`src/rtl/mips_pkg.sv`:
```
// Shared MIPS pipeline encodings: write-back source select, load size, zero register.
// The optional WB_LOAD_EXT_EN build uses LS_* to steer sub-word load alignment.
package mips_pkg;

  typedef enum logic [1:0] {
    WB_SRC_ALU  = 2'b00,
    WB_SRC_MEM  = 2'b01,
    WB_SRC_LINK = 2'b10,
    WB_SRC_ALT  = 2'b11
  } wb_src_e;

  typedef enum logic [1:0] {
    LS_WORD  = 2'b00,
    LS_HALF  = 2'b01,
    LS_BYTE  = 2'b10,
    LS_WORD2 = 2'b11
  } load_size_e;

  localparam int REG_ZERO = 0;

  // Returns the fill bit used when extending a sub-word value.
  function automatic logic ext_fill(input logic msb, input logic is_unsigned);
    return is_unsigned ? 1'b0 : msb;
  endfunction

endpackage

```
`src/rtl/wb_stage_if.sv`:
```
// MEM/WB boundary bundle: MEM-side instruction fields in, register-file/forwarding results out.
interface wb_stage_if #(
  parameter int B  = 32,
  parameter int D  = 5,
  parameter int CW = 32
);
  logic          stall;
  logic          flush;
  logic          in_valid;
  logic [B-1:0]  mem_data;
  logic [B-1:0]  alu_data;
  logic [B-1:0]  pc_link;
  logic [1:0]    wb_sel;
  logic          reg_write;
  logic [D-1:0]  dest;
  logic [1:0]    load_size;
  logic          load_unsigned;
  logic [1:0]    byte_off;
  logic          rf_we;
  logic [D-1:0]  rf_waddr;
  logic [B-1:0]  rf_wdata;
  logic          fwd_valid;
  logic [CW-1:0] retired;

  modport master (
    output stall, flush, in_valid, mem_data, alu_data, pc_link, wb_sel,
           reg_write, dest, load_size, load_unsigned, byte_off,
    input  rf_we, rf_waddr, rf_wdata, fwd_valid, retired
  );

  modport slave (
    input  stall, flush, in_valid, mem_data, alu_data, pc_link, wb_sel,
           reg_write, dest, load_size, load_unsigned, byte_off,
    output rf_we, rf_waddr, rf_wdata, fwd_valid, retired
  );
endinterface

```
`src/rtl/wb_stage_load_align.sv`:
```
// Little-endian sub-word extraction on mem_data[31:0] with sign or zero extension to B bits.
module load_align
  import mips_pkg::*;
#(
  parameter int B = 32
) (
  input  logic [B-1:0] i_mem_data,
  input  logic [1:0]   i_load_size,
  input  logic         i_load_unsigned,
  input  logic [1:0]   i_byte_off,
  output logic [B-1:0] o_data
);

  logic [7:0]  w_byte;
  logic [15:0] w_half;
  logic        w_fill_b;
  logic        w_fill_h;

  // Lane selection; halfword ignores byte_off[0] since misalignment traps upstream.
  always_comb begin
    w_byte = i_mem_data[7:0];
    case (i_byte_off)
      2'd0:    w_byte = i_mem_data[7:0];
      2'd1:    w_byte = i_mem_data[15:8];
      2'd2:    w_byte = i_mem_data[23:16];
      2'd3:    w_byte = i_mem_data[31:24];
      default: w_byte = i_mem_data[7:0];
    endcase
    if (i_byte_off[1]) begin
      w_half = i_mem_data[31:16];
    end else begin
      w_half = i_mem_data[15:0];
    end
  end

  assign w_fill_b = ext_fill(w_byte[7], i_load_unsigned);
  assign w_fill_h = ext_fill(w_half[15], i_load_unsigned);

  always_comb begin
    o_data = i_mem_data;
    case (load_size_e'(i_load_size))
      LS_BYTE: o_data = {{(B-8){w_fill_b}}, w_byte};
      LS_HALF: o_data = {{(B-16){w_fill_h}}, w_half};
      default: o_data = i_mem_data;
    endcase
  end

endmodule

```
`src/rtl/wb_stage.sv`:
```
// MEM/WB pipeline register, write-back source mux, $0-protected write enable and retire counter.
// Define WB_LOAD_EXT_EN to align and extend byte/halfword loads here instead of in MEM.
module wb_stage
  import mips_pkg::*;
#(
  parameter int B  = 32,
  parameter int D  = 5,
  parameter int CW = 32
) (
  input  logic       clk,
  input  logic       reset,
  wb_stage_if.slave  bus
);

  logic [B-1:0]  w_mem_data;
  logic [B-1:0]  w_wdata_next;
  logic          w_we_next;
  logic          w_retire;

  logic          r_we;
  logic [D-1:0]  r_waddr;
  logic [B-1:0]  r_wdata;
  logic [CW-1:0] r_retired;

`ifdef WB_LOAD_EXT_EN
  load_align #(.B(B)) u_load_align (
    .i_mem_data      (bus.mem_data),
    .i_load_size     (bus.load_size),
    .i_load_unsigned (bus.load_unsigned),
    .i_byte_off      (bus.byte_off),
    .o_data          (w_mem_data)
  );
`else
  logic w_unused_load_ctl;
  assign w_unused_load_ctl = ^{bus.load_size, bus.load_unsigned, bus.byte_off};
  assign w_mem_data        = bus.mem_data;
`endif

  // Source mux is evaluated on the incoming instruction so rf_wdata leaves a flop.
  always_comb begin
    w_wdata_next = bus.alu_data;
    case (wb_src_e'(bus.wb_sel))
      WB_SRC_MEM:  w_wdata_next = w_mem_data;
      WB_SRC_LINK: w_wdata_next = bus.pc_link;
      default:     w_wdata_next = bus.alu_data;
    endcase
  end

  assign w_we_next = bus.in_valid & bus.reg_write & (bus.dest != D'(REG_ZERO));
  assign w_retire  = bus.in_valid & ~bus.flush & ~bus.stall;

  // Pipeline register: reset > flush > stall > capture.
  always_ff @(posedge clk) begin
    if (reset) begin
      r_we    <= 1'b0;
      r_waddr <= '0;
      r_wdata <= '0;
    end else if (bus.flush) begin
      r_we    <= 1'b0;
    end else if (!bus.stall) begin
      r_we    <= w_we_next;
      r_waddr <= bus.dest;
      r_wdata <= w_wdata_next;
    end
  end

  // Retire counter wraps silently at 2^CW.
  always_ff @(posedge clk) begin
    if (reset) begin
      r_retired <= '0;
    end else if (w_retire) begin
      r_retired <= r_retired + CW'(1);
    end
  end

  assign bus.rf_we     = r_we;
  assign bus.fwd_valid = r_we;
  assign bus.rf_waddr  = r_waddr;
  assign bus.rf_wdata  = r_wdata;
  assign bus.retired   = r_retired;

endmodule

```
`src/flat_wrapper.sv`:
```
// flat-port wrapper written by rule: the top's interface ports become plain ports
module wb_stage_flat import mips_pkg::*;
#(
  parameter int B  = 32,
  parameter int D  = 5,
  parameter int CW = 32
)
  (clk, reset, bus_stall, bus_flush, bus_in_valid, bus_mem_data, bus_alu_data, bus_pc_link, bus_wb_sel, bus_reg_write, bus_dest, bus_load_size, bus_load_unsigned, bus_byte_off, bus_rf_we, bus_rf_waddr, bus_rf_wdata, bus_fwd_valid, bus_retired);
  wb_stage_if #(.B(B), .D(D), .CW(CW)) bus_i ();
  input  logic clk;
  input  logic reset;
  input wire logic [$bits(bus_i.stall)-1:0] bus_stall;
  input wire logic [$bits(bus_i.flush)-1:0] bus_flush;
  input wire logic [$bits(bus_i.in_valid)-1:0] bus_in_valid;
  input wire logic [$bits(bus_i.mem_data)-1:0] bus_mem_data;
  input wire logic [$bits(bus_i.alu_data)-1:0] bus_alu_data;
  input wire logic [$bits(bus_i.pc_link)-1:0] bus_pc_link;
  input wire logic [$bits(bus_i.wb_sel)-1:0] bus_wb_sel;
  input wire logic [$bits(bus_i.reg_write)-1:0] bus_reg_write;
  input wire logic [$bits(bus_i.dest)-1:0] bus_dest;
  input wire logic [$bits(bus_i.load_size)-1:0] bus_load_size;
  input wire logic [$bits(bus_i.load_unsigned)-1:0] bus_load_unsigned;
  input wire logic [$bits(bus_i.byte_off)-1:0] bus_byte_off;
  output wire logic [$bits(bus_i.rf_we)-1:0] bus_rf_we;
  output wire logic [$bits(bus_i.rf_waddr)-1:0] bus_rf_waddr;
  output wire logic [$bits(bus_i.rf_wdata)-1:0] bus_rf_wdata;
  output wire logic [$bits(bus_i.fwd_valid)-1:0] bus_fwd_valid;
  output wire logic [$bits(bus_i.retired)-1:0] bus_retired;
  assign bus_i.stall = bus_stall;
  assign bus_i.flush = bus_flush;
  assign bus_i.in_valid = bus_in_valid;
  assign bus_i.mem_data = bus_mem_data;
  assign bus_i.alu_data = bus_alu_data;
  assign bus_i.pc_link = bus_pc_link;
  assign bus_i.wb_sel = bus_wb_sel;
  assign bus_i.reg_write = bus_reg_write;
  assign bus_i.dest = bus_dest;
  assign bus_i.load_size = bus_load_size;
  assign bus_i.load_unsigned = bus_load_unsigned;
  assign bus_i.byte_off = bus_byte_off;
  assign bus_rf_we = bus_i.rf_we;
  assign bus_rf_waddr = bus_i.rf_waddr;
  assign bus_rf_wdata = bus_i.rf_wdata;
  assign bus_fwd_valid = bus_i.fwd_valid;
  assign bus_retired = bus_i.retired;
  wb_stage #(.B(B), .D(D), .CW(CW)) u_core (.clk(clk), .reset(reset), .bus(bus_i));
endmodule
```
`config.mk`:
```
export PLATFORM = sky130hd
export DESIGN_NAME = wb_stage_flat
export DESIGN_NICKNAME = d
export VERILOG_FILES = /design/src/rtl/mips_pkg.sv /design/src/rtl/wb_stage_if.sv /design/src/rtl/wb_stage_load_align.sv /design/src/rtl/wb_stage.sv /design/src/flat_wrapper.sv
export SDC_FILE = /design/constraint.sdc
export NUM_CORES = 1
export LEC_CHECK = 0
export BUFFER_PORTS_ARGS = -buffer_cell sky130_fd_sc_hd__buf_2
export CORE_MARGIN = 3
export CORE_UTILIZATION = 42
export CTS_BUF_LIST = sky130_fd_sc_hd__clkbuf_8
export CTS_CLUSTER_SIZE = 14
export DETAILED_ROUTE_END_ITERATION = 10
export GPL_TIMING_DRIVEN = 0
export PLACE_DENSITY = 0.76
export SLEW_MARGIN = 20
export SYNTH_ARGS = -nofsm -noshare
export SYNTH_HDL_FRONTEND = slang
export SYNTH_SLANG_ARGS = --single-unit
```
`constraint.sdc`:
```
create_clock -name clk -period 1.75 [get_ports clk]
set_clock_uncertainty 0.05 [all_clocks]
set_input_delay 0.0875 -clock clk [delete_from_list [all_inputs] [get_ports clk]]
set_output_delay 0.0875 -clock clk [all_outputs]
set_load 0.01 [all_outputs]
```
# Yosys cells after proc, flatten, opt, wreduce, memory -nomap -nowiden

Cells that the tools add are included.

Register bits after elaboration: 70
Output and inout bits: 71

Mux-type cells: 1
$add $sub $neg: 1
Reduce and logical (&&, ||, !) cells: 3
Equal/unequal tests: 2
Bitwise gates (word level): 6

Operators by type and width:

| kind                                                                  | count |
|---|---|
| 32-bit one-hot mux with 2 select lines                                | 1 |
| 32-bit by 1-bit adder with 32-bit output, second input constant       | 1 |
| 5-bit nonzero test                                                    | 1 |
| 1-bit bitwise AND                                                     | 4 |
| 2-bit by 1-bit equality test with 1-bit output, second input constant | 1 |
| 2-bit equality test, second input constant                            | 1 |
| 1-bit inverter                                                        | 2 |
| 2-bit AND reduction                                                   | 1 |
| 2-bit OR reduction                                                    | 1 |

# Longest topological paths before layout

Gate-level depths: netlist (run 1).

Depth after elaboration: 3
Mapped depth: 8
Gate-level depth less buffers: 6

# Worst setup path after synthesis (run 1)

No wires, ideal clock.

Kind: reg2reg
Start point: register u_core.r_retired[0] (netlist: u_core.bus.retired[0])
End point: register u_core.r_retired[28] (netlist: u_core.bus.retired[28])
Required time: 1.577 ns
Clock period less this slack: 1.859 ns
Cell stages (with the launch flop): 6
Path slack: -0.109 ns
Arrival: 1.686 ns
Cell sequence: dfxtp_1 ha_1 and4bb_4 nand4_4 nor4_2 mux2_1

Cells in the longest elaborated chain, start to end: 1

Ends and longest elaborated chain:

| element                                  | line           | RTL |
|---|---|---|
| from (decl)                              | wb_stage.sv:23 | `logic [CW-1:0] r_retired;` |
| from (signal assigned)                   | wb_stage.sv:72 | `r_retired <= r_retired + CW'(1);` |
| 32-bit by 1-bit adder with 32-bit output | wb_stage.sv:72 |  |

No other way between the ends.
A chain may end at the register's enable or synchronous reset.

# Worst setup path in the final report (run 1)

Start point: register u_core.r_retired[0] (netlist: u_core.bus.retired[0])
End point: register u_core.r_retired[12] (netlist: u_core.bus.retired[12])

Same word-level chain as after synthesis.

==> impl_metrics.tcl, run 1 <==
set metrics [dict create \
    drc_errors 0 \
    final_layout_size_suffix_gt1_share_pct 38.63 \
    fin_area_sq_um 5084 \
    final_util_pct 63.80 \
    syn_area_sq_um 3541 \
    routed-wl-met3_um 690 \
    via_per_inst 5.192 \
    clock.fmax_mhz 570.6 \
    dr.max_layer_used "met4" \
    endpoint_kind "register" \
    crit_path_max_incr_delay_ps 370 \
    cap_violations 0 \
    grt_setup_unrepaired "true" \
    r2r_start "u_core.bus.retired[0]$_SDFFE_PP0P_" \
    grt_pass1_vias 3784 \
    vdd_ir_drop_max_mv 0.3549 \
    diodes 0 \
    finalHoldViolCount 0 \
    outcome "complete, but fails checks" \
    synth-seq-area-share_pct 39.58 \
    clock_sinks 70 \
    leakagePower_nw 2.333 \
    clkSlewWorstSetupHoldPaths_ps 70 \
    relSlewSlack_pct 65.08 \
    antenna_found_initial 0 \
    reg2reg_slack_ps -2 \
    path_class "register to register" \
    worst_pin_slew_ps 523.8 \
    numCtsBuffers 9 \
    clockBufferDepth 2 \
    seq_area_sq_um 1448 \
    num_vias 4091 \
    min_path_cells 3 \
    synth_top_flop_cell "dfxtp_1" \
    wl_met2_um 5780 \
    clk_latency_ps 340 \
    ff2ff_path_depth 6 \
    placed_area_sq_um 4579 \
    synth-async-reset-ratio_pct 0 \
    drt-total-wl_um 11410 \
    yosys_warnings 0 \
    wl_per_cell_um 14.47 \
    reg2reg_to "u_core.bus.retired[12]$_SDFFE_PP0P_" \
    hold_slack_ps 23.89 \
    p_seq_share_pct 50.4 \
    power.switching_mw 0.8881 \
    cp-start-kind "register" \
    switching_share_pct 27.23 \
    setup_viol 1 \
    syn_to_final_growth_pct 43.57 \
    required_ps 1970 \
    drv_slew 0 \
    slowest_stage "dfxtp_4" \
    postLayoutSetupSlackWorst_ps -2.483 \
    cp_cell_sequence "ha_4, and4bb_4, nand4_4, buf_6, or3_4, a21oi_2" \
    htreeDepth 3 \
    grt_max_degree 12 \
    synth_seq_cells 70 \
    synth.avg_cell_area_sq_um 7.598 \
    start_util_pct 44.44 \
    port_buffers 178 \
    dp_hpwl_um 8619 \
    antenna_left 0 \
    min-delay-start "bus_in_valid" \
    post-route-min-period_ps 1752 \
    ys_types 39 \
    die_y_um 97.82 \
    violations "negative setup slack" \
    die_area_sq_um 9569 \
    final_nets 799 \
    worstPathArrival_ps 1980 \
    p_int_mw 2.374 \
    hold_class "input port to register" \
    nFillCells 728 \
    multi_input_area_sq_um 2064 \
    drt_iter0_markers 135 \
    clkPwrFrac_pct 33.5 \
    hold_path_end "u_core.bus.retired[1]$_SDFFE_PP0P_" \
    cp_num_buf_inv 1 \
    power_per_cell_area_nw_per_um2 641.6 \
    gp_congestion 0.8589 \
    cpLargestDelayFamily "simple AND/OR/NAND/NOR gates" \
    grt_util_all_layers_pct 22.44 \
    coreArea_sq_um 7968 \
    combPwrFrac_pct 16.1 \
    grt-ovfl-total 0 \
    clock-root-buffer "clkbuf_8" \
    ios 185 \
    syn_nets 583 \
    synth-edff-count 0 \
    grt_pass1_wl_um 17830 \
    cts_tree "built" \
    die_w_um 97.82 \
    path_max_fanout 6 \
    fin_crit_sh_pct 100.1 \
    place_ws_ps -131.5 \
    syn-instance-count 466 \
    first_pass_iters 4 \
    rows 32 \
    m1WireLength_um 4708 \
]
[logic make-up (layout without fill, tap and decap cells)]
| kind of cell | after synthesis | count (layout) | synth area share, % |
|---|---|---|---|
| AOI/OAI and AO/OA | 124 | 124 | 20.18 |
| DFF | 70 | 70 | 39.58 |
| muxes | 12 | 12 | 3.816 |
| and+or+nand+nor | 206 | 206 | 28.27 |
| buffers and inverters | 42 | 262 | 4.876 |
| xor gates and xnor gates | 9 | 9 | 2.226 |
| adders and majority gates | 3 | 3 | 1.060 |
[registers in the layout, summed over array words and instances (netlist names)]
| name | cells |
|---|---|
| u_core.bus.retired | 32 |
| u_core.bus.rf_wdata | 32 |
| u_core.bus.fwd_valid | 1 |
| u_core.bus.rf_waddr | 5 |
[how the worst max path moves through the flow]
stage	startpoint	endpoint	slack, ps	depth (start not counted)
after detailed placement	u_core.bus.retired[0]$_SDFFE_PP0P_	u_core.bus.retired[28]$_SDFFE_PP0P_	-130	5
after floorplan	u_core.bus.retired[0]$_SDFFE_PP0P_	u_core.bus.retired[28]$_SDFFE_PP0P_	4	5
final	u_core.bus.retired[0]$_SDFFE_PP0P_	u_core.bus.retired[12]$_SDFFE_PP0P_	-2	6
after CTS	u_core.bus.retired[11]$_SDFFE_PP0P_	u_core.bus.retired[28]$_SDFFE_PP0P_	-0.9	5
after global routing	u_core.bus.retired[1]$_SDFFE_PP0P_	u_core.bus.retired[12]$_SDFFE_PP0P_	-40	6
after global placement	u_core.bus.retired[0]$_SDFFE_PP0P_	u_core.bus.retired[28]$_SDFFE_PP0P_	-100	5
[power by group through the flow]
stage	Sequential (mW)	Combinational (mW)	Clock (mW)
after floorplan	1.71	0.240	0
after global placement	1.69	0.496	0
after detailed placement	1.69	0.505	0
after CTS	1.65	0.521	1.11
after global routing	1.65	0.588	1.20
final	1.64	0.524	1.09
[cell usage in the layout (no fill, tap or decap), types with 2 or more instances in the layout]
| cell type | n |
|---|---|
| a21oi_1 | 46 |
| nor2b_1 | 10 |
| and4bb_4 | 2 |
| nor2_1 | 24 |
| nor3_1 | 6 |
| dfxtp_1 | 53 |
| clkinv_2 | 2 |
| a22oi_1 | 32 |
| mux2_1 | 3 |
| or4_1 | 4 |
| dfxtp_2 | 7 |
| clkbuf_8 | 10 |
| clkbuf_1 | 20 |
| o21ai_0 | 37 |
| xnor2_1 | 3 |
| nand4_1 | 3 |
| buf_6 | 2 |
| or3_4 | 2 |
| ha_1 | 2 |
| a21oi_2 | 2 |
| buf_4 | 19 |
| dfxtp_4 | 10 |
| o31ai_1 | 3 |
| nor3_2 | 3 |
| xor2_1 | 6 |
| nand2_1 | 117 |
| buf_1 | 8 |
| mux2_2 | 8 |
| and3_1 | 2 |
| and4_4 | 5 |
| nand3_1 | 11 |
| or3_1 | 5 |
| buf_2 | 182 |
| inv_1 | 12 |
| dlygate4sd3_1 | 7 |
| nand4_4 | 3 |
[layout make-up]
| class | instances | share of cell area (%) |
|---|---|---|
| timing repair buffer | 205 | 21.88 |
| clock buffer | 10 | 2.707 |
| multi-input combinational | 354 | 40.61 |
| inverter | 9 | 0.6645 |
| tap | 102 | 2.510 |
| buffer | 33 | 2.732 |
| sequential | 70 | 28.48 |
| clock inverter | 5 | 0.4184 |
[stage by stage]
step | instances | total power, mW | TNS (ps)
floorplan | 466 | 1.951 | 0
global placement | 746 | 2.188 | -576.8
detailed placement | 746 | 2.199 | -853.7
CTS | 776 | 3.289 | -1.256
global route | 788 | 3.434 | -208.3
finish | 788 | 3.262 | -2.483
[worst register-to-register path, stage by stage (launching register included)]
cell and delay (ps):
dfxtp_4 370, ha_4 130, and4bb_4 260, nand4_4 190, buf_6 200, or3_4 360
a21oi_2 120
[synth_stat cells, types with 2 or more instances]
master    instances  area (sq um)
ha_1              3         37.54
and4bb_4          2         32.53
inv_1             9         33.78
buf_2             3         15.01
mux2_2            9         101.4
a22oi_1          32         240.2
nor3_1           10         50.05
o21ai_0          39         195.2
buf_1             8         30.03
xnor2_1           3         26.28
and3_1            2         12.51
or3_1             7         43.79
a21oi_1          48         240.2
nand4_1           3         18.77
nor2_1           24         90.09
mux2_1            3         33.78
xor2_1            6         52.55
dfxtp_1          70          1401
nand3_1          11         55.05
clkbuf_1         20         75.07
nand4_4           2         42.54
nor2b_1          10         62.56
o31ai_1           3         22.52
nand2_1         117         439.2
and4_1            5         43.79
or4_1             4         30.03
[metal layers]
layer	up-vias	global-route usage, %
met4	0	7.561
met1	1870	28.33
li1	2051	-
met3	18	3.643
met5	-	0
met2	152	38.85
[what timing repair did]
action | 4_1_cts | 5_1_grt
setup buffers | 8 | 11
endpoints found under the setup margin | 11 | 14
pin swaps | 3 | 7
gates resized for setup | 20 | 25
endpoints found under the hold margin | 6 | 0
hold buffers | 7 | 0
gates cloned | 0 | 1
Power figures use the tool's default switching activity.
==> run 2, diff against run 1 <==
--- a/config.mk
+++ b/config.mk
@@ -5,14 +5,16 @@
 export SDC_FILE = /design/constraint.sdc
 export NUM_CORES = 1
 export LEC_CHECK = 0
+export ABC_CLOCK_PERIOD_IN_PS = 1750
 export BUFFER_PORTS_ARGS = -buffer_cell sky130_fd_sc_hd__buf_2
-export CORE_MARGIN = 3
+export CORE_MARGIN = 2
 export CORE_UTILIZATION = 42
 export CTS_BUF_LIST = sky130_fd_sc_hd__clkbuf_8
 export CTS_CLUSTER_SIZE = 14
 export DETAILED_ROUTE_END_ITERATION = 10
 export GPL_TIMING_DRIVEN = 0
 export PLACE_DENSITY = 0.76
+export SETUP_SLACK_MARGIN = 0.3
 export SLEW_MARGIN = 20
 export SYNTH_ARGS = -nofsm -noshare
 export SYNTH_HDL_FRONTEND = slang
==> run 2 against run 1 <==
Against the previous run:
- the flow still finishes with violations (negative setup slack)
- first-iteration DRC count increased by 0.74%
- clock power up 8%
- global-route usage rose by 2.0 points
- setup slack got worse by 58 ps
- sequential share of layout area shrank 1.7 points
- critical path depth unchanged
- critical endpoint is now u_core.bus.retired[26]$_SDFFE_PP0P_
- largest power group unchanged
==> impl_metrics.tcl, run 2 (synthesized netlist as in run 1, its figures left out) <==
set metrics [dict create \
    outcome "complete, but fails checks" \
    violations "negative setup slack" \
    clock-root-buffer "clkbuf_8" \
    ios 185 \
    p_seq_share_pct 49.1 \
    clock.fmax_mhz 552.4 \
    grt-ovfl-total 0 \
    die_w_um 95.82 \
    postLayoutSetupSlackWorst_ps -60.23 \
    wl_per_cell_um 14.95 \
    first_pass_iters 5 \
    clock_sinks 70 \
    min_path_cells 3 \
    ff2ff_path_depth 6 \
    drv_slew 0 \
    clkSlewWorstSetupHoldPaths_ps 80 \
    antenna_found_initial 0 \
    htreeDepth 3 \
    p_int_mw 2.397 \
    start_util_pct 43.31 \
    path_max_fanout 6 \
    relSlewSlack_pct 64.94 \
    cp_cell_sequence "ha_4, and4bb_4, nand4_4, buf_12, nor3_2, mux2_4" \
    layout_common_cells "buf_2, nand2_1, dfxtp_1" \
    slowest_stage "dfxtp_4" \
    power_per_cell_area_nw_per_um2 616.8 \
    power.switching_mw 0.9463 \
    grt_pass1_wl_um 17880 \
    port_buffers 178 \
    num_vias 4266 \
    final_common_cell "buf_2" \
    cp-start-kind "register" \
    drc_errors 0 \
    rows 33 \
    hold_slack_ps 14.87 \
    path_class "register to register" \
    final_layout_size_suffix_gt1_share_pct 43.37 \
    numCtsBuffers 9 \
    multi_input_area_sq_um 2210 \
    seq_area_sq_um 1450 \
    total_power_mw 3.343 \
    drt_iter0_markers 136 \
    cp_num_buf_inv 1 \
    crit_cells 6 \
    worst_pin_slew_ps 525.9 \
    cpLargestDelayFamily "simple AND/OR/NAND/NOR gates" \
    die_area_sq_um 9181 \
    required_ps 1920 \
    gp_congestion 0.8508 \
    hold_class "input port to register" \
    coreArea_sq_um 8175 \
    worstPathArrival_ps 1980 \
    clkPwrFrac_pct 35.2 \
    switching_share_pct 28.31 \
    setup_viol 7 \
    leakagePower_nw 2.587 \
    antenna_left 0 \
    vdd_ir_drop_max_mv 0.2986 \
    clockBufferDepth 2 \
    endpoint_kind "register" \
    die_y_um 95.82 \
    via_per_inst 5.293 \
    drt-total-wl_um 12050 \
    cap_violations 0 \
    post-route-min-period_ps 1810 \
    setup_tns_ps -219.1 \
    fin_crit_sh_pct 103.4 \
    dp_hpwl_um 8242 \
    grt_max_degree 13 \
    diodes 0 \
    clk_latency_ps 330 \
    cts_tree "built" \
    crit_path_max_incr_delay_ps 370 \
    final_nets 813 \
    combPwrFrac_pct 15.7 \
    grt_setup_unrepaired "true" \
    grt_util_all_layers_pct 24.46 \
    reg2reg_slack_ps -60 \
    nFillCells 691 \
    syn_to_final_growth_pct 53.07 \
    grt_pass1_vias 3964 \
    finalHoldViolCount 0 \
    final_util_pct 66.30 \
]
## run 2: cell types whose count changed in the layout (fill, tap and decap cells not counted), sizes merged
cell	change
clkbuf	+2
clkinvlp	+1
buf	+12
clkinv	+1
inv	-1
## run 2: worst paths after layout
path / to / from
worst max-delay path: u_core.bus.retired[26]$_SDFFE_PP0P_ / u_core.bus.retired[1]$_SDFFE_PP0P_
worst max register to register: u_core.bus.retired[26]$_SDFFE_PP0P_ / u_core.bus.retired[1]$_SDFFE_PP0P_
worst min-delay path: u_core.bus.fwd_valid$_SDFFE_PP0N_ / bus_stall
worst min register to register: u_core.bus.rf_wdata[21]$_SDFFE_PP0P_ / u_core.bus.rf_wdata[21]$_SDFFE_PP0P_
## run 2: stage by stage
step,instance area [sq um],setup slack (ps),cells
finish,5420,-60.23,806
global route,5420,-98.21,806
CTS,5194,20.80,797
detailed placement,4619,-138.3,749
global placement,4619,-80.54,749
floorplan,3597,11.29,466
## run 2: cell type report
type / instances / area share [%]
clock inverter: 6 / 0.6464
timing repair buffer: 219 / 23.45
buffer: 33 / 2.793
multi-input combinational: 354 / 40.77
tap: 105 / 2.424
inverter: 9 / 0.6233
clock buffer: 10 / 2.539
sequential: 70 / 26.75
## run 2: routing by layer
layer,global-route usage (%),part of all wire (%)
met1,28.60,39
met2,44.29,52
met3,3.289,6.1
met4,10.83,3.1
met5,0,0
## run 2: worst register-to-register path, stage by stage (launching register included)
cell and delay (ps):
dfxtp_4 370, ha_4 140, and4bb_4 270, nand4_4 140, buf_12 200, nor3_2 200, mux2_4 330
## run 2: timing repair
item	4_1_cts	5_1_grt
setup endpoints to repair	22	56
pin swaps	14	13
hold endpoints to repair	6	0
hold buffers	7	0
cloned	1	0
gates resized for setup	33	42
buffers inserted	24	9
## run 2: power by group through the flow
stage | sequential, mW | combinational, mW | clock (mW)
floorplan | 1.71 | 0.240 | 0
global placement | 1.69 | 0.492 | 0
detailed placement | 1.69 | 0.502 | 0
CTS | 1.64 | 0.520 | 1.19
global route | 1.65 | 0.589 | 1.26
finish | 1.64 | 0.525 | 1.18
==> run 3, diff against run 2 <==
--- a/config.mk
+++ b/config.mk
@@ -14,7 +14,7 @@
 export DETAILED_ROUTE_END_ITERATION = 10
 export GPL_TIMING_DRIVEN = 0
 export PLACE_DENSITY = 0.76
-export SETUP_SLACK_MARGIN = 0.3
+export SETUP_SLACK_MARGIN = 0.05
 export SLEW_MARGIN = 20
 export SYNTH_ARGS = -nofsm -noshare
 export SYNTH_HDL_FRONTEND = slang
==> constraint.sdc (replaced) <==
create_clock -name clk -period 1.75 [get_ports clk]
set_clock_uncertainty 0.05 [all_clocks]
set_input_delay 0.175 -clock clk [delete_from_list [all_inputs] [get_ports clk]]
set_output_delay 0.175 -clock clk [all_outputs]
set_load 0.01 [all_outputs]
==> run 3 against run 2 <==
Against the previous run:
- the run still ends with negative setup slack left
- register-to-register slack barely moved
- combinational power fell by 3%
- wire length fell by 4.1%
- largest power group unchanged
- clock-buffer cell count did not move
- non-clock buffer count fell by 14
- design area fell by 4.3%
- clock power rose by 24%
- critical path depth did not move
- first-iteration DRC count fell by 13%
- sequential power barely moved
- largest cell class unchanged
- fmax fell by 0.11%
==> impl_metrics.tcl, run 3 (synthesized netlist as in run 1, its figures left out) <==
set metrics [dict create \
    dp_hpwl_um 8431 \
    syn_to_final_growth_pct 46.47 \
    drt_iter0_markers 118 \
    clock.fmax_mhz 551.8 \
    antenna_found_initial 0 \
    die_y_um 95.82 \
    clkPwrFrac_pct 40.5 \
    path_class "register to register" \
    slowest_stage "dfxtp_4" \
    power.switching_mw 0.9449 \
    via_per_inst 5.199 \
    cpLargestDelayFamily "simple AND/OR/NAND/NOR gates" \
    combPwrFrac_pct 14.1 \
    hold_slack_ps 17.38 \
    htreeDepth 3 \
    grt_util_all_layers_pct 24.29 \
    num_vias 4118 \
    switching_share_pct 26.12 \
    multi_input_area_sq_um 2090 \
    leakagePower_nw 2.381 \
    path_max_fanout 4 \
    seq_area_sq_um 1450 \
    die_w_um 95.82 \
    worstPathArrival_ps 2000 \
    setup_viol 4 \
    outcome "complete, but fails checks" \
    power_per_cell_area_nw_per_um2 697.5 \
    p_seq_share_pct 45.4 \
    endpoint_kind "register" \
    gp_congestion 0.8247 \
    first_pass_iters 5 \
    layout_common_cells "buf_2, nand2_1, dfxtp_1" \
    cp_num_buf_inv 1 \
    cp-start-kind "register" \
    antenna_left 0 \
    p_int_mw 2.673 \
    grt_pass1_vias 3810 \
    port_buffers 178 \
    violations "negative setup slack" \
    drv_slew 0 \
    coreArea_sq_um 8175 \
    clk_latency_ps 340 \
    finalHoldViolCount 0 \
    grt_setup_unrepaired "true" \
    vdd_ir_drop_max_mv 0.4705 \
    clkSlewWorstSetupHoldPaths_ps 80 \
    grt_max_degree 13 \
    grt_pass1_wl_um 17420 \
    fin_crit_sh_pct 103.6 \
    diodes 0 \
    clock-root-buffer "clkbuf_8" \
    postLayoutSetupSlackWorst_ps -62.18 \
    cap_violations 0 \
    clockBufferDepth 2 \
    final_layout_size_suffix_gt1_share_pct 40.76 \
    rows 33 \
    cp_cell_sequence "ha_4, and4bb_4, nand4_4, buf_4, nor3_2, mux2_4" \
    required_ps 1940 \
    final_nets 799 \
    clock_sinks 70 \
    wl_per_cell_um 14.59 \
    worst_pin_slew_ps 519.5 \
    post-route-min-period_ps 1812 \
    die_area_sq_um 9181 \
    final_util_pct 63.44 \
    final_common_cell "buf_2" \
    reg2reg_slack_ps -60 \
    relSlewSlack_pct 65.37 \
    cts_tree "built" \
    crit_path_max_incr_delay_ps 380 \
    drt-total-wl_um 11550 \
    start_util_pct 43.31 \
    hold_class "input port to register" \
    numCtsBuffers 9 \
    drc_errors 0 \
    ios 185 \
    nFillCells 732 \
    grt-ovfl-total 0 \
]
## run 3: area by class of cell
type | instances | area share [%]
Timing Repair Buffer | 205 | 21.54
Sequential cell | 70 | 27.96
Multi-Input combinational cell | 354 | 40.29
Tap cell | 105 | 2.533
Buffer | 33 | 2.726
Inverter | 9 | 0.6514
Clock buffer | 10 | 2.654
Clock inverter | 6 | 1.641
## run 3: per-layer routing
metal	part of all wire [%]	routed length, um	up-vias	GRT usage [%]
met5	0	0	-	0
met2	51	5899	166	42.89
li1	-	-	2050	-
met3	6.3	728	17	5.325
met4	2.0	229	0	9.167
met1	41	4694	1885	28.68
## run 3: worst register-to-register path, cell delays in order, from the launching register on
cell and delay, ps:
dfxtp_4 380, ha_4 130, and4bb_4 270, nand4_4 150, buf_4 200, nor3_2 210, mux2_4 320
## run 3: path summary, 6_finish.rpt
path                                                      startpoint                                   end  cells past startpoint
worst max register to register    u_core.bus.retired[1]$_SDFFE_PP0P_   u_core.bus.retired[26]$_SDFFE_PP0P_                      6
worst max-delay path              u_core.bus.retired[1]$_SDFFE_PP0P_   u_core.bus.retired[26]$_SDFFE_PP0P_                      6
worst min register to register  u_core.bus.rf_wdata[21]$_SDFFE_PP0P_  u_core.bus.rf_wdata[21]$_SDFFE_PP0P_                      2
worst min-delay path                                     bus_dest[0]   u_core.bus.rf_waddr[0]$_SDFFE_PP0P_                      3
## run 3: metrics by stage
stage | area, sq um | setup slack [ps] | total power [mW] | TNS, ps | instances
final | 5186 | -62.18 | 3.618 | -140.8 | 792
after global routing | 5186 | -101.6 | 3.777 | -549.5 | 792
after CTS | 5046 | 16.07 | 3.643 | 0 | 784
after detailed placement | 4584 | -128.8 | 2.197 | -1814 | 749
after global placement | 4584 | -83.77 | 2.185 | -802.2 | 749
after floorplan | 3562 | 9.277 | 1.951 | 0 | 466
## run 3: power groups by stage
stage / clock [mW] / sequential, mW / combinational [mW]
after CTS: 1.49 / 1.65 / 0.509
after detailed placement: 0 / 1.69 / 0.504
after floorplan: 0 / 1.71 / 0.240
after global placement: 0 / 1.69 / 0.494
final: 1.46 / 1.64 / 0.511
after global routing: 1.56 / 1.65 / 0.573
## run 3: what timing repair did
item / 4_1_cts / 5_1_grt
resized for setup: 32 / 22
setup buffers: 19 / 8
setup endpoints to repair: 17 / 22
hold buffers: 0 / 0
pin swaps: 13 / 14
